===== config.mk =====
export PLATFORM = sky130hd
export DESIGN_NAME = byte_serializer
export DESIGN_NICKNAME = d
export VERILOG_FILES = /design/src/rtl/byte_serializer.sv
export SDC_FILE = /design/constraint.sdc
export NUM_CORES = 1
export LEC_CHECK = 0
export CAP_MARGIN = 20
export CORE_MARGIN = 5
export CORE_UTILIZATION = 49
export DETAILED_ROUTE_END_ITERATION = 7
export PLACE_DENSITY = 0.85
export SYNTH_ARGS = -nofsm -noshare
export SYNTH_HDL_FRONTEND = slang
export SYNTH_SLANG_ARGS = --single-unit

===== constraint.sdc =====
create_clock -name clk -period 1.6 [get_ports clk]
set_input_delay 0.32 -clock clk [delete_from_list [all_inputs] [get_ports clk]]
set_output_delay 0.32 -clock clk [all_outputs]
set_load 0.02 [all_outputs]

===== src/rtl/byte_serializer.sv =====
// rtl/byte_serializer.sv - valid/ready byte in, MSB-first serial out with per-bit shift strobe
module byte_serializer #(
    parameter int CLK_DIV = 4
) (
    input  logic       clk,
    input  logic       rst_n,
    input  logic [7:0] in_data,
    input  logic       in_valid,
    output logic       in_ready,
    output logic       serial_out,
    output logic       shift_enable,
    output logic       byte_done,
    output logic       busy
);
    localparam int            DW       = (CLK_DIV > 1) ? $clog2(CLK_DIV) : 1;
    localparam logic [DW-1:0] DIV_LAST = DW'(CLK_DIV - 1);
    localparam logic          FAST     = 1'(CLK_DIV == 1);

    typedef enum logic {IDLE, SHIFT} state_t;

    state_t        state;
    logic [7:0]    hold;
    logic [7:0]    shreg;
    logic          hold_full;
    logic [2:0]    bit_cnt;
    logic [DW-1:0] div_cnt;
    logic          accept;
    logic          last_strobe;
    logic          load;
    logic          div_next_last;

    assign in_ready      = !hold_full;
    assign accept        = in_valid && !hold_full;
    assign last_strobe   = (state == SHIFT) && (div_cnt == DIV_LAST) && (bit_cnt == 3'd7);
    // The held byte moves into the shifter either from idle or straight off the last strobe.
    assign load          = hold_full && ((state == IDLE) || last_strobe);
    assign div_next_last = ((div_cnt + DW'(1)) == DIV_LAST);

    always_ff @(posedge clk or negedge rst_n) begin
        if (!rst_n) begin
            state        <= IDLE;
            hold         <= 8'd0;
            hold_full    <= 1'b0;
            shreg        <= 8'd0;
            bit_cnt      <= 3'd0;
            div_cnt      <= '0;
            serial_out   <= 1'b0;
            shift_enable <= 1'b0;
            byte_done    <= 1'b0;
            busy         <= 1'b0;
        end else begin
            if (load) begin
                hold_full <= 1'b0;
            end else if (accept) begin
                hold      <= in_data;
                hold_full <= 1'b1;
            end

            if (load) begin
                state        <= SHIFT;
                shreg        <= hold;
                bit_cnt      <= 3'd0;
                div_cnt      <= '0;
                busy         <= 1'b1;
                serial_out   <= hold[7];
                shift_enable <= FAST;
                byte_done    <= 1'b0;
            end else if (state == SHIFT) begin
                if (div_cnt == DIV_LAST) begin
                    div_cnt <= '0;
                    shreg   <= shreg << 1;
                    if (bit_cnt == 3'd7) begin
                        state        <= IDLE;
                        bit_cnt      <= 3'd0;
                        busy         <= 1'b0;
                        shift_enable <= 1'b0;
                        byte_done    <= 1'b0;
                    end else begin
                        bit_cnt      <= bit_cnt + 3'd1;
                        serial_out   <= shreg[6];
                        shift_enable <= FAST;
                        byte_done    <= FAST && (bit_cnt == 3'd6);
                    end
                end else begin
                    // Strobe flags are registered, so they are raised one edge ahead of the sample cycle.
                    div_cnt      <= div_cnt + DW'(1);
                    shift_enable <= div_next_last;
                    byte_done    <= div_next_last && (bit_cnt == 3'd7);
                end
            end
        end
    end
endmodule


==> results of run 1 <==
## final timing paths
path                                end    startpoint  slack (ns)  cells after the start
setup / recovery               shreg[2]    bit_cnt[0]        0.07                      6
hold / removal                  hold[3]         rst_n        0.35                      2
setup reg to reg               shreg[2]    bit_cnt[0]        0.07                      6
hold reg to reg            shift_enable  shift_enable        0.52                      1
max in group asynchronous     hold_full         rst_n        1.01                      2
min in group clk           shift_enable  shift_enable        0.52                      1
## per-stage QoR
step	util, %	area [um2]	power, mW	worst slack (ns)
3_5_place_dp	57.99	1558	2.235	0.01704
5_1_grt	60.41	1623	2.900	-0.03093
3_3_place_gp	57.99	1558	2.174	0.05169
6_report	60.41	1623	2.679	0.07205
4_1_cts	59.71	1604	2.662	0.004836
2_1_floorplan	-	1341	1.867	0.09318
## power by group
group	total [mW]	internal, mW	leakage [nW]	switching [mW]
sequential	1.14	0.923	0.324	0.216
combinational	1.09	0.585	0.439	0.508
clock	0.446	0.253	0.0279	0.193
## layout make-up
type / count / area [um2]
fillers: 211 / 1064
well taps: 31 / 38.79
clock buffers: 3 / 22.52
clock inverters: 1 / 30.03
multi-input cells: 85 / 613.1
inverters: 5 / 18.77
repair buffers: 29 / 249.0
flip-flops and latches: 26 / 650.6
## repair_timing
action | 4_1_cts | 5_1_grt
cloned | 0 | 0
setup buffers | 0 | 2
pin swaps | 0 | 1
gates resized for setup | 5 | 6
setup endpoints to repair | 5 | 9
## routing by layer
metal	track usage, %	wire (um)	share of wire [%]	vias to the layer above
li1	-	-	-	497
met1	20.58	1243	43	510
met2	24.87	1435	49	34
met3	5.225	182	6.3	4
met4	5.040	38	1.3	0
met5	0	0	0	-
## flip-flops by register name, indices dropped and copies added (netlist names)
name	cells
hold	8
shreg	7
bit_cnt	3
div_cnt	2
busy	1
byte_done	1
hold_full	1
serial_out	1
shift_enable	1
state	1
## cells in the final DEF (no fill, tap or decap), types with 4 or more instances in the layout
cell             instances
a221o_1                  7
buf_4                   13
clkdlybuf4s50_1         10
dfrtp_1                 26
dlygate4sd2_1            4
inv_1                    5
mux2_2                   8
mux2i_1                 10
nand2_1                 15
nand3_1                  8
nor2_1                  10
o21ai_0                  6
## worst register-to-register path: stages (launching register included)
cell and delay (ns):
dfrtp_1 0.41, ha_1 0.20, ha_2 0.19, buf_6 0.14
nand3_1 0.07, o21ai_1 0.06, a221o_1 0.36
## cell families (layout without fill, tap and decap cells)
logic type / count (synthesis) / in the layout
DFF: 26 / 26
adders and majority gates: 4 / 4
muxes: 18 / 18
AOI/OAI and AO/OA: 27 / 27
buffers and inverters: 15 / 38
and+or+nand+nor: 36 / 36
==> impl_metrics.yaml, run 1 <==
final_layout:
  nets: 165
  fin_cells: 180
  drive_gt1_share_pct: 20.81
  antenna_cells: 0
  area_growth_pct: 20.99
outcome:
  status: "completed"
clock_tree:
  cts_buffers: 3
  htreeDepth: 1
  cts_sinks: 26
  cts_buffer_depth: 2
  clock_latency_ns: 0.32
  holdBufCountCts: 0
  cts_tree: "done"
  clk_pin_slew_ns: 0.14
  clk_root_buffer_cell: "clkbuf_4"
route:
  dr.pass1.iters: 4
  dr.first_iter.drc_count: 61
  vias: 1045
  vias_per_cell: 5.806
  wl_per_cell_um: 16.11
  drt_wl_total_mm: 2.899
  drc: 0
  detail-route-antenna-nets: 0
power:
  leakage_nw: 0.7912
  ir_worst_vdd_mv: 1.233
  power-per-cell-area_mw_per_mm2: 1651
yosys:
  yosysSeqAreaShare_pct: 48.51
  synth_compound_area_share_pct: 15.58
  syn-num-nets: 141
  yosys_warnings: 0
  ys_seq_elements: 26
  synth_mux_area_share_pct: 14.18
  async_reset_ff_share_pct: 100.0
  yosys.area_share.simple_pct: 11.94
  synth_xor_area_share_pct: 0
  synth_top_area_cell: "dfrtp_1"
  synth_top_family_by_area: "compound AO/OA/AOI/OAI gates"
  yosys.area.top_type_share_pct: 48.51
  synthCells: 126
  postSynthAreaPerCell_um2: 10.65
  synth-edff-count: 0
  synthTopCellsByCount: "dfrtp_1, nand2_1, mux2i_1, nor2_1"
  ys_types: 24
  ys_top_cells_by_area: "dfrtp_1, mux2i_1, mux2_2"
  yosys_most_used_dff: "dfrtp_1"
  syn-cell-area_mm2: 0.001341
  synth.most_common_cell: "dfrtp_1"
  synth_fa_ha_area_share_pct: 3.731
setup_path:
  critPathLaunchType: "flip-flop"
  crit_fanout: 9
  cp_slowest_cell: "dfrtp_1"
  cp_top_family: "compound AO/OA/AOI/OAI gates"
  crit_chain: "ha_1, ha_2, buf_6, nand3_1, o21ai_1, a221o_1"
  cpPeakStageDelay_ns: 0.41
  critPathRequiredTime_ns: 1.82
  path_buf_inv: 1
  arrival_ns: 1.75
  end_kind: "flip-flop"
  path_class: "flip-flop to flip-flop"
timing:
  relSlewSlack_pct: 74.96
  clock_skew_ns: 0.002111
  drv_slew: 0
  fmax_mhz: 654.5
  fin_crit_sh_pct: 95.50
  period_minus_slack_ns: 1.528
  whs_ns: 0.3474
  hold_viol_final: 0
  tightest_slew_ns: 0.3742
  setup_tns_ns: 0
  setup_violations: 0
floorplan:
  die_w_um: 62.32
  io-pin-count: 16
  start_util_pct: 49.93
  rows: 19
  die_h_um: 62.32
  coreArea_mm2: 0.002686
  die_area_mm2: 0.003884
global_routing:
  grt_start_max_net_pins: 27
  grt_overflow: 0
  antenna_found_initial: 0
  grt_usage_pct: 15.83
  grt_pass1_vias: 1104
  grt_first_pass_wirelength_mm: 5.037
min_path:
  hold_path_class: "input pin to async pin"
place:
  placed_cells: 174
  gp_congestion: 0.8274
  io_buffers: 15
  dp_hpwl_mm: 2.020
run:
  max_cap_violations: 0
No activity file was read; power rests on OpenSTA's default activity.
==> inputs of run 2 (changes only) <==
--- a/config.mk
+++ b/config.mk
@@ -13,3 +13,4 @@
 export SYNTH_ARGS = -nofsm -noshare
 export SYNTH_HDL_FRONTEND = slang
 export SYNTH_SLANG_ARGS = --single-unit
+export TNS_END_PERCENT = 10
==> constraint.sdc (replaced) <==
create_clock -name clk -period 1.6 [get_ports clk]
set_input_delay 0.32 -clock clk [delete_from_list [all_inputs] [get_ports clk]]
set_output_delay 0.32 -clock clk [all_outputs]
set_load 0.05 [all_outputs]
==> run 2 against run 1 <==
Effect of this change: clock-buffer cell count unchanged; clock power about the same; hold slack worse by 0.0060 ns; critical path depth unchanged; power up 7.0%; critical path type unchanged; flip-flop and latch count unchanged; clock skew up 0.0042 ns; first-iteration DRC count down 38%; sequential share of layout area down 0.61 points; final cell count unchanged; largest power group is now combinational cells; sequential power about the same; core utilization up 0.93 points.
==> impl_metrics.yaml, run 2 (same netlist as run 1, synthesis figures left out) <==
setup_path:
  path_buf_inv: 1
  crit_chain: "ha_2, ha_2, buf_4, nand3_1, o21ai_1, a221o_1"
  cpPeakStageDelay_ns: 0.41
  critPathRequiredTime_ns: 1.82
  end_kind: "flip-flop"
  path_class: "flip-flop to flip-flop"
  crit_fanout: 9
  arrival_ns: 1.78
  critPathLaunchType: "flip-flop"
  cp_top_family: "flip-flops"
  cp_slowest_cell: "dfrtp_1"
  cpMostUsedCell: "ha_2"
route:
  dr.pass1.iters: 4
  detail-route-antenna-nets: 0
  drt_wl_total_mm: 2.807
  vias: 1050
  vias_per_cell: 5.833
  met2_length_mm: 1.394
  drc: 0
  routedLengthMet1_mm: 1.207
  dr.first_iter.drc_count: 38
  top_layer_used: "met4"
  wl_met3_um: 169
  wl_per_cell_um: 15.59
place:
  io_buffers: 15
  place_area_mm2: 0.001570
  dp_hpwl_mm: 2.079
  dpl_worst_slack_ns: -0.005231
  gp_congestion: 0.7795
global_routing:
  grt_pass1_vias: 1073
  grt_overflow: 0
  antenna_found_initial: 0
  grt_usage_pct: 15.77
  grt_start_max_net_pins: 27
  grt_first_pass_wirelength_mm: 4.988
timing:
  relSlewSlack_pct: 76.51
  period_minus_slack_ns: 1.557
  rsz0062_at_grt: "yes"
  setup_slack_ns: 0.04295
  setup_violations: 0
  hold_viol_final: 0
  whs_ns: 0.3414
  fin_crit_sh_pct: 97.32
  clock_skew_ns: 0.006274
  fmax_mhz: 642.2
  tightest_slew_ns: 0.3511
  drv_slew: 0
floorplan:
  die_w_um: 62.32
  coreArea_mm2: 0.002686
  io-pin-count: 16
  rows: 19
  die_h_um: 62.32
  die_area_mm2: 0.003884
  start_util_pct: 49.93
final_layout:
  antenna_cells: 0
  stdcell_area_mm2: 0.001648
  regMostFlops: "hold"
  nFillCells: 239
  drive_gt1_share_pct: 24.83
  nets: 165
  largest_register_ffs: 8
  final_util_pct: 61.34
  layout_commonest_cell: "dfrtp_1"
  reg_top3: "hold x8, shreg x7, bit_cnt x3"
  area_growth_pct: 22.85
  final_cell_mix: "dfrtp_1, buf_4, nand2_1"
clock_tree:
  clk_root_buffer_cell: "clkbuf_4"
  cts_tree: "done"
  clock_latency_ns: 0.32
  cts_sinks: 26
  cts_buffers: 3
  cts_buffer_depth: 2
  htreeDepth: 1
  holdBufCountCts: 0
  clk_pin_slew_ns: 0.14
power:
  finalPower_mw: 2.866
  ir_worst_vdd_mv: 1.142
  leakage_nw: 0.7845
  power-per-cell-area_mw_per_mm2: 1739
run:
  max_cap_violations: 0
outcome:
  status: "completed"
min_path:
  hold_path_class: "input pin to async pin"
[run 2: cell types whose count changed in the layout (fill, tap and decap cells not counted), sizes merged]
cell,previous run,this run
clkbuf,4,3
dlygate4sd2,4,0
buf,14,19
[run 2: area by class of cell]
type	instances	area, um2	share of cell area, %
clock buffers	3	22.52	1.367
clock inverters	1	30.03	1.822
inverters	5	18.77	1.139
multi-input cells	85	615.6	37.36
flip-flops and latches	26	650.6	39.48
well taps	31	38.79	2.354
repair buffers	29	271.5	16.48
[run 2: through the flow]
| step | TNS (ns) | std cells |
|---|---|---|
| detailed placement | -0.005231 | 174 |
| global route | -0.07291 | 180 |
| CTS | 0 | 178 |
| global placement | 0 | 174 |
| finish | 0 | 180 |
| floorplan | 0 | 126 |
[run 2: final timing paths]
kind,from,endpoint,slack [ns],cells after the start
worst max-delay path,bit_cnt[0],serial_out,0.04,6
worst min-delay path,rst_n,bit_cnt[1],0.34,2
worst max register to register,bit_cnt[0],serial_out,0.04,6
worst min register to register,byte_done,byte_done,0.53,1
max in group asynchronous,rst_n,hold[4],1.02,2
min in group clk,byte_done,byte_done,0.53,1
[run 2: repair_timing]
item | in CTS | in global routing
cloned | 0 | 0
setup buffers | 0 | 2
hold endpoints to repair | 0 | 0
gates resized for setup | 3 | 4
setup endpoints to repair | 3 | 6
[run 2: power by group]
group	switching, mW	internal, mW	total (mW)
clock network	0.193	0.254	0.447
logic	0.604	0.668	1.27
registers	0.224	0.923	1.15
total	1.02	1.85	2.87
[run 2: per-layer routing]
layer	GRT usage, %	vias up
li1	-	498
met1	20.85	517
met2	25.13	31
met3	4.865	4
met4	3.979	0
met5	0	-
==> variant 1, RTL diff (config.mk and constraints of run 1) <==
Make the reset (`rst_n`) synchronous in one clocked block.
--- a/src/rtl/byte_serializer.sv
+++ b/src/rtl/byte_serializer.sv
@@ -38,3 +38,3 @@
 
-    always_ff @(posedge clk or negedge rst_n) begin
+    always_ff @(posedge clk) begin
         if (!rst_n) begin
Function: differs if rst_n is asserted again (counterexample within 4 cycles, from zero or initial values and one cycle with rst_n low); with rst_n held inactive, the same outputs for 10 cycles.
==> variant 1 against run 1 <==
- sequential cell count did not move
- synthesized cell count unchanged
- sequential share of layout area is 2.9 points lower
- die area down 12%
- worst setup slack improved by 27 ps
- synthesized area down 15%
- utilization grew 2.9 points
- design area down 14%
- cell count down 3.3%
- fmax up 1.8%
- wire length fell by 25%
- largest cell class is now multi-input combinational cells
- highest routed layer unchanged
Power is not compared: it rests on default switching activity, and its combinational part moved more than twofold at a synthesized area within 25%.
==> variant 1: results (changes against run 1) <==
* Nets@finish at 163 (-1.2%)
* Clk_lat worst skew at 320 ps (about the same)
* Share of layout cells above drive strength 1 at 13.70% (-7.1 points)
* Worst Hold Path Cells at 2
* Distinct cells, synth at 33 (+38%)
* Filler instances at 174 (-18%)
* Max stage delay cell, worst path: dfxtp_1
* Global-route wire length before repair at 3663 microns (-27%)
* Initial DRT Pass Iterations at 4 (unchanged)
* Syn nets at 142 (+0.71%)
* Drt initial violations at 14 (-77%)
* Total track usage at 14.05% (-1.8 points)
* Cells taking the most area after synthesis: dfxtp_1 45%, mux2i_1 8.7%, nand2_1 5.6%
* Instance area after placement at 0.001345 sq mm (-14%)
* Slew @ Worst Pin at 448.9 ps (+74.75 ps)
* Seq/Total Area, Yosys at 45.46% (-3.0 points)
* Vias in the first global route at 840 (-24%)
* Largest net degree at the start of global routing at 16 (-41%)
* Setup Skew at 4.779 ps (+2.668 ps)
* Peak VDD IR at 0.7270 mV
* Synth Flop Type: dfxtp_1
* Maximum fanout along the worst path at 8 (-1)
* DR WL/cell at 12.44 microns (-23%)
* CP max stage delay at 350 ps (-60 ps)
* Arrival time worst endpoint at 1760 ps
* DP HPWL at 1612 microns (-20%)
* Routability cong. at 0.7683 (-7.1%)
* Async SR Flop Fraction at 0% (-100 points)
* Post-detailed-route count of antenna-violating nets at 0 (unchanged)
* Post-synth top cells: 26 x dfxtp_1, 17 x nand2_1, 10 x mux2i_1, 10 x nor2_1, 9 x nor2b_1
* Run status: finished, final reports clean
* H-tree depth at 1 (unchanged)
* Vias at 895 (-14%)
* Hold Path Class: reg2reg
==> variant 1: final timing paths <==
kind	start	end	slack [ps]
worst max-delay path	bit_cnt[0]	div_cnt[1]	100
worst min-delay path	shreg[4]	shreg[5]	470
worst max register to register	bit_cnt[0]	div_cnt[1]	100
worst min register to register	shreg[4]	shreg[5]	470
==> variant 1: kinds of logic (layout without fill, tap and decap cells) <==
family | after synthesis | after routing | share of synthesized area, %
compound gates | 28 | 28 | 15.74
fa+ha+maj | 5 | 5 | 5.464
buf+inv | 12 | 32 | 4.916
flops | 26 | 26 | 45.46
mux | 10 | 10 | 8.744
simple gates | 45 | 45 | 19.67
==> variant 1: what timing repair did <==
| item | CTS | global route |
|---|---|---|
| endpoints found under the setup margin | 5 | 15 |
| gates resized for setup | 5 | 1 |
| pin swaps | 0 | 1 |
| setup buffers | 0 | 1 |
==> variant 1: area by class of cell <==
class	instances	area [sq um]	area share, %
Multi-Input combinational cell	88	570.5	40.71
Sequential cell	26	520.5	37.14
Timing Repair Buffer	23	203.9	14.55
Tap cell	28	35.03	2.500
Clock inverter	1	30.03	2.143
Clock buffer	3	22.52	1.607
Inverter	5	18.77	1.339
==> variant 1: critical path: cells and delay by family (launching register included) <==
family / cells / cell delay [ps]
flip-flops: 1 / 350
AND/OR/NAND/NOR: 2 / 300
AO/OA/AOI/OAI: 2 / 400
adder cells (fa/ha/maj): 2 / 400
==> variant 1: metrics by stage <==
stage               cells  util (%)  setup TNS, ps  hold slack, ps  worst slack [ps]
global placement      169     60.80              0           447.5             123.1
CTS                   173     62.90              0           474.2             68.99
floorplan             126         -              0           435.8             158.8
global route          174     63.35         -2.649           499.2            -2.649
detailed placement    169     60.80              0           455.1             47.06
finish                174     63.35              0           472.0             99.38
==> variant 1: per-layer routing <==
layer	track usage (%)	up-vias	routed length, microns	part of all wire (%)
li1	-	464	-	-
met1	16.55	413	1030	48
met2	23.29	14	1028	48
met3	2.412	4	52	2.4
met4	9.272	0	53	2.4
met5	0	-	0	0
==> variant 1: report_power, final <==
part           leakage (uW)  total, uW  switching [uW]  internal (uW)
combinational      0.000319        209             107            103
clock             0.0000279        446             193            253
sequential         0.000213        718            28.3            690
==> variant 2, RTL diff (flow settings as in run 1) <==
Made on the original files. Set the parameter `CLK_DIV` to 8 (it was 4).
--- a/src/rtl/byte_serializer.sv
+++ b/src/rtl/byte_serializer.sv
@@ -2,3 +2,3 @@
 module byte_serializer #(
-    parameter int CLK_DIV = 4
+    parameter int CLK_DIV = 8
 ) (
Check against the original RTL: not equivalent (Yosys sat finds a counterexample within 10 cycles, from zero or initial values and one cycle with rst_n low).
==> variant 2 against run 1 <==
- total power fell by 1.9%
- synthesized area fell by 3.8%
- wire length fell by 13%
- synthesized cell count fell by 12%
- via count fell by 11%
- sequential cell count rose by 1
- count of clock-buffer cells in the layout rose by 1
- utilization rose by 3.3 points
- cell count fell by 7.8%
- first-iteration DRC count fell by 75%
- design area fell by 1.9%
- worst setup slack got worse by 11 ps
- critical endpoint is now shreg[3]
- largest cell class unchanged
==> variant 2: results (changes against run 1) <==
* Run status: finished, final reports clean
* Met1 WL at 1009 microns (-19%)
* CP Launch Point: bit_cnt[0]
* Arrival time worst endpoint at 1760 ps
* Layout clock area frac at 1.650% (-1.6 points)
* Bufs w/o clock at 27 (-6.9%)
* Crit path to: shreg[3]
* Clock slew seen by the registers of the worst setup and hold paths at 140 ps (about the same)
* Leakage at 0.0007573 uW (-4.3%)
* Antenna Diode Count at 0 (unchanged)
* Post-synth top cells: 27 x dfrtp_1, 8 x nand2_1, 7 x mux2_2, 7 x o21ai_0
* Seq/Total Area, Yosys at 52.38% (+3.9 points)
* Largest regs: hold: 8 flops, shreg: 7 flops
* Met3 Routed Length at 128 microns (-30%)
* Global-route wire length before repair at 4326 microns (-14%)
* Seq cells at 27 (+3.8%)
* Peak VDD IR at 1.024 mV (-17%)
* Switching Power at 937.0 uW (+2.2%)
* Hold Slack at 348.5 ps (+1.102 ps)
* Post_cts resized at 7 (+2)
* Syn nets at 127 (-9.9%)
* Met3 GRT Util at 2.935% (-2.3 points)
* Total track usage at 15.66% (-0.17 points)
* Highest metal used: met4
* Met2 WL at 1360 microns (-5.2%)
* Nets@finish at 153 (-7.3%)
* DP HPWL at 1860 microns (-7.9%)
* DR WL/cell at 15.16 microns (-5.9%)
* Share of layout cells above drive strength 1 at 22.06% (+1.3 points)
* Drt initial violations at 15 (-75%)
* Non-clock inverter count at 6 (+1)
* Met1 global-route usage at 18.45% (-2.1 points)
* Count of input and output buffers at 15 (unchanged)
* Maximum fanout along the worst path at 7 (-2)
* Area taken by multi-input logic gates at 596.8 sq um (-2.7%)
* Crit path max-delay family: compound AO/OA/AOI/OAI gates
* Cells taking the most area after synthesis: dfrtp_1 52%, mux2_2 6.1%, ha_1 4.8%
* Clk_lat worst skew at 320 ps (about the same)
* Vias in the first global route at 979 (-11%)
* Met2 usage at 27.79% (+2.9 points)
* Setup Skew at 1.567 ps (-0.5441 ps)
* Distinct cells, synth at 30 (+25%)
* Worst R2R Path Depth at 5 (-1)
* Setup violations, final at 0 (unchanged)
* Slew @ Worst Pin at 341.0 ps (-33.14 ps)
* Clk pwr share at 11.1% (-5.6 points)
* Seq power at 1140 uW (about the same)
* Filler instances at 199 (-5.7%)
* Routability cong. at 0.7750 (-6.3%)
* Synth Flop Type: dfrtp_1
* # clk buffers at 4 (+1)
* Largest net degree at the start of global routing at 28 (+3.7%)
* Vias per cell at 5.602 (-3.5%)
* Comb_multi_in at 72 (-15%)
* Area taken by flip-flops and latches at 675.6 sq um (+3.8%)
* Data buffer area share at 14.69% (-0.65 points)
* Design Power at 2628 uW (-1.9%)
-- variant 2: cell types whose count changed after synthesis, sizes merged, moves of 2 or more --
cell,before,now
nand2,15,8
a21oi,0,2
nand3,8,4
and2,1,6
mux2i,10,3
buf,10,6
a32o,3,1
nor2,10,6
a22o,2,5
-- variant 2: worst reg2reg max path: stages, from the launching register on --
cell,delay [ps]
dfrtp_1,420
ha_1,200
ha_2,210
a21boi_4,170
nor2_4,80
a221o_1,360
-- variant 2: through the flow --
step                      setup slack [ps]  cells  instance area, sq um  setup TNS [ps]  util, %
after floorplan                      27.62    111                  1290               0        -
after global placement               32.92    162                  1526               0    61.06
after detailed placement            -54.72    162                  1526          -266.5    61.06
after CTS                            2.666    166                  1551               0    62.06
after global routing                 3.512    166                  1593               0    63.71
final                                61.37    166                  1593               0    63.71
-- variant 2: logic make-up after synthesis --
family / synth area share [%]
AOI/OAI and AO/OA: 16.59
muxes: 10.48
DFF: 52.38
and+or+nand+nor: 10.77
buffers and inverters: 4.946
adders and majority gates: 4.850
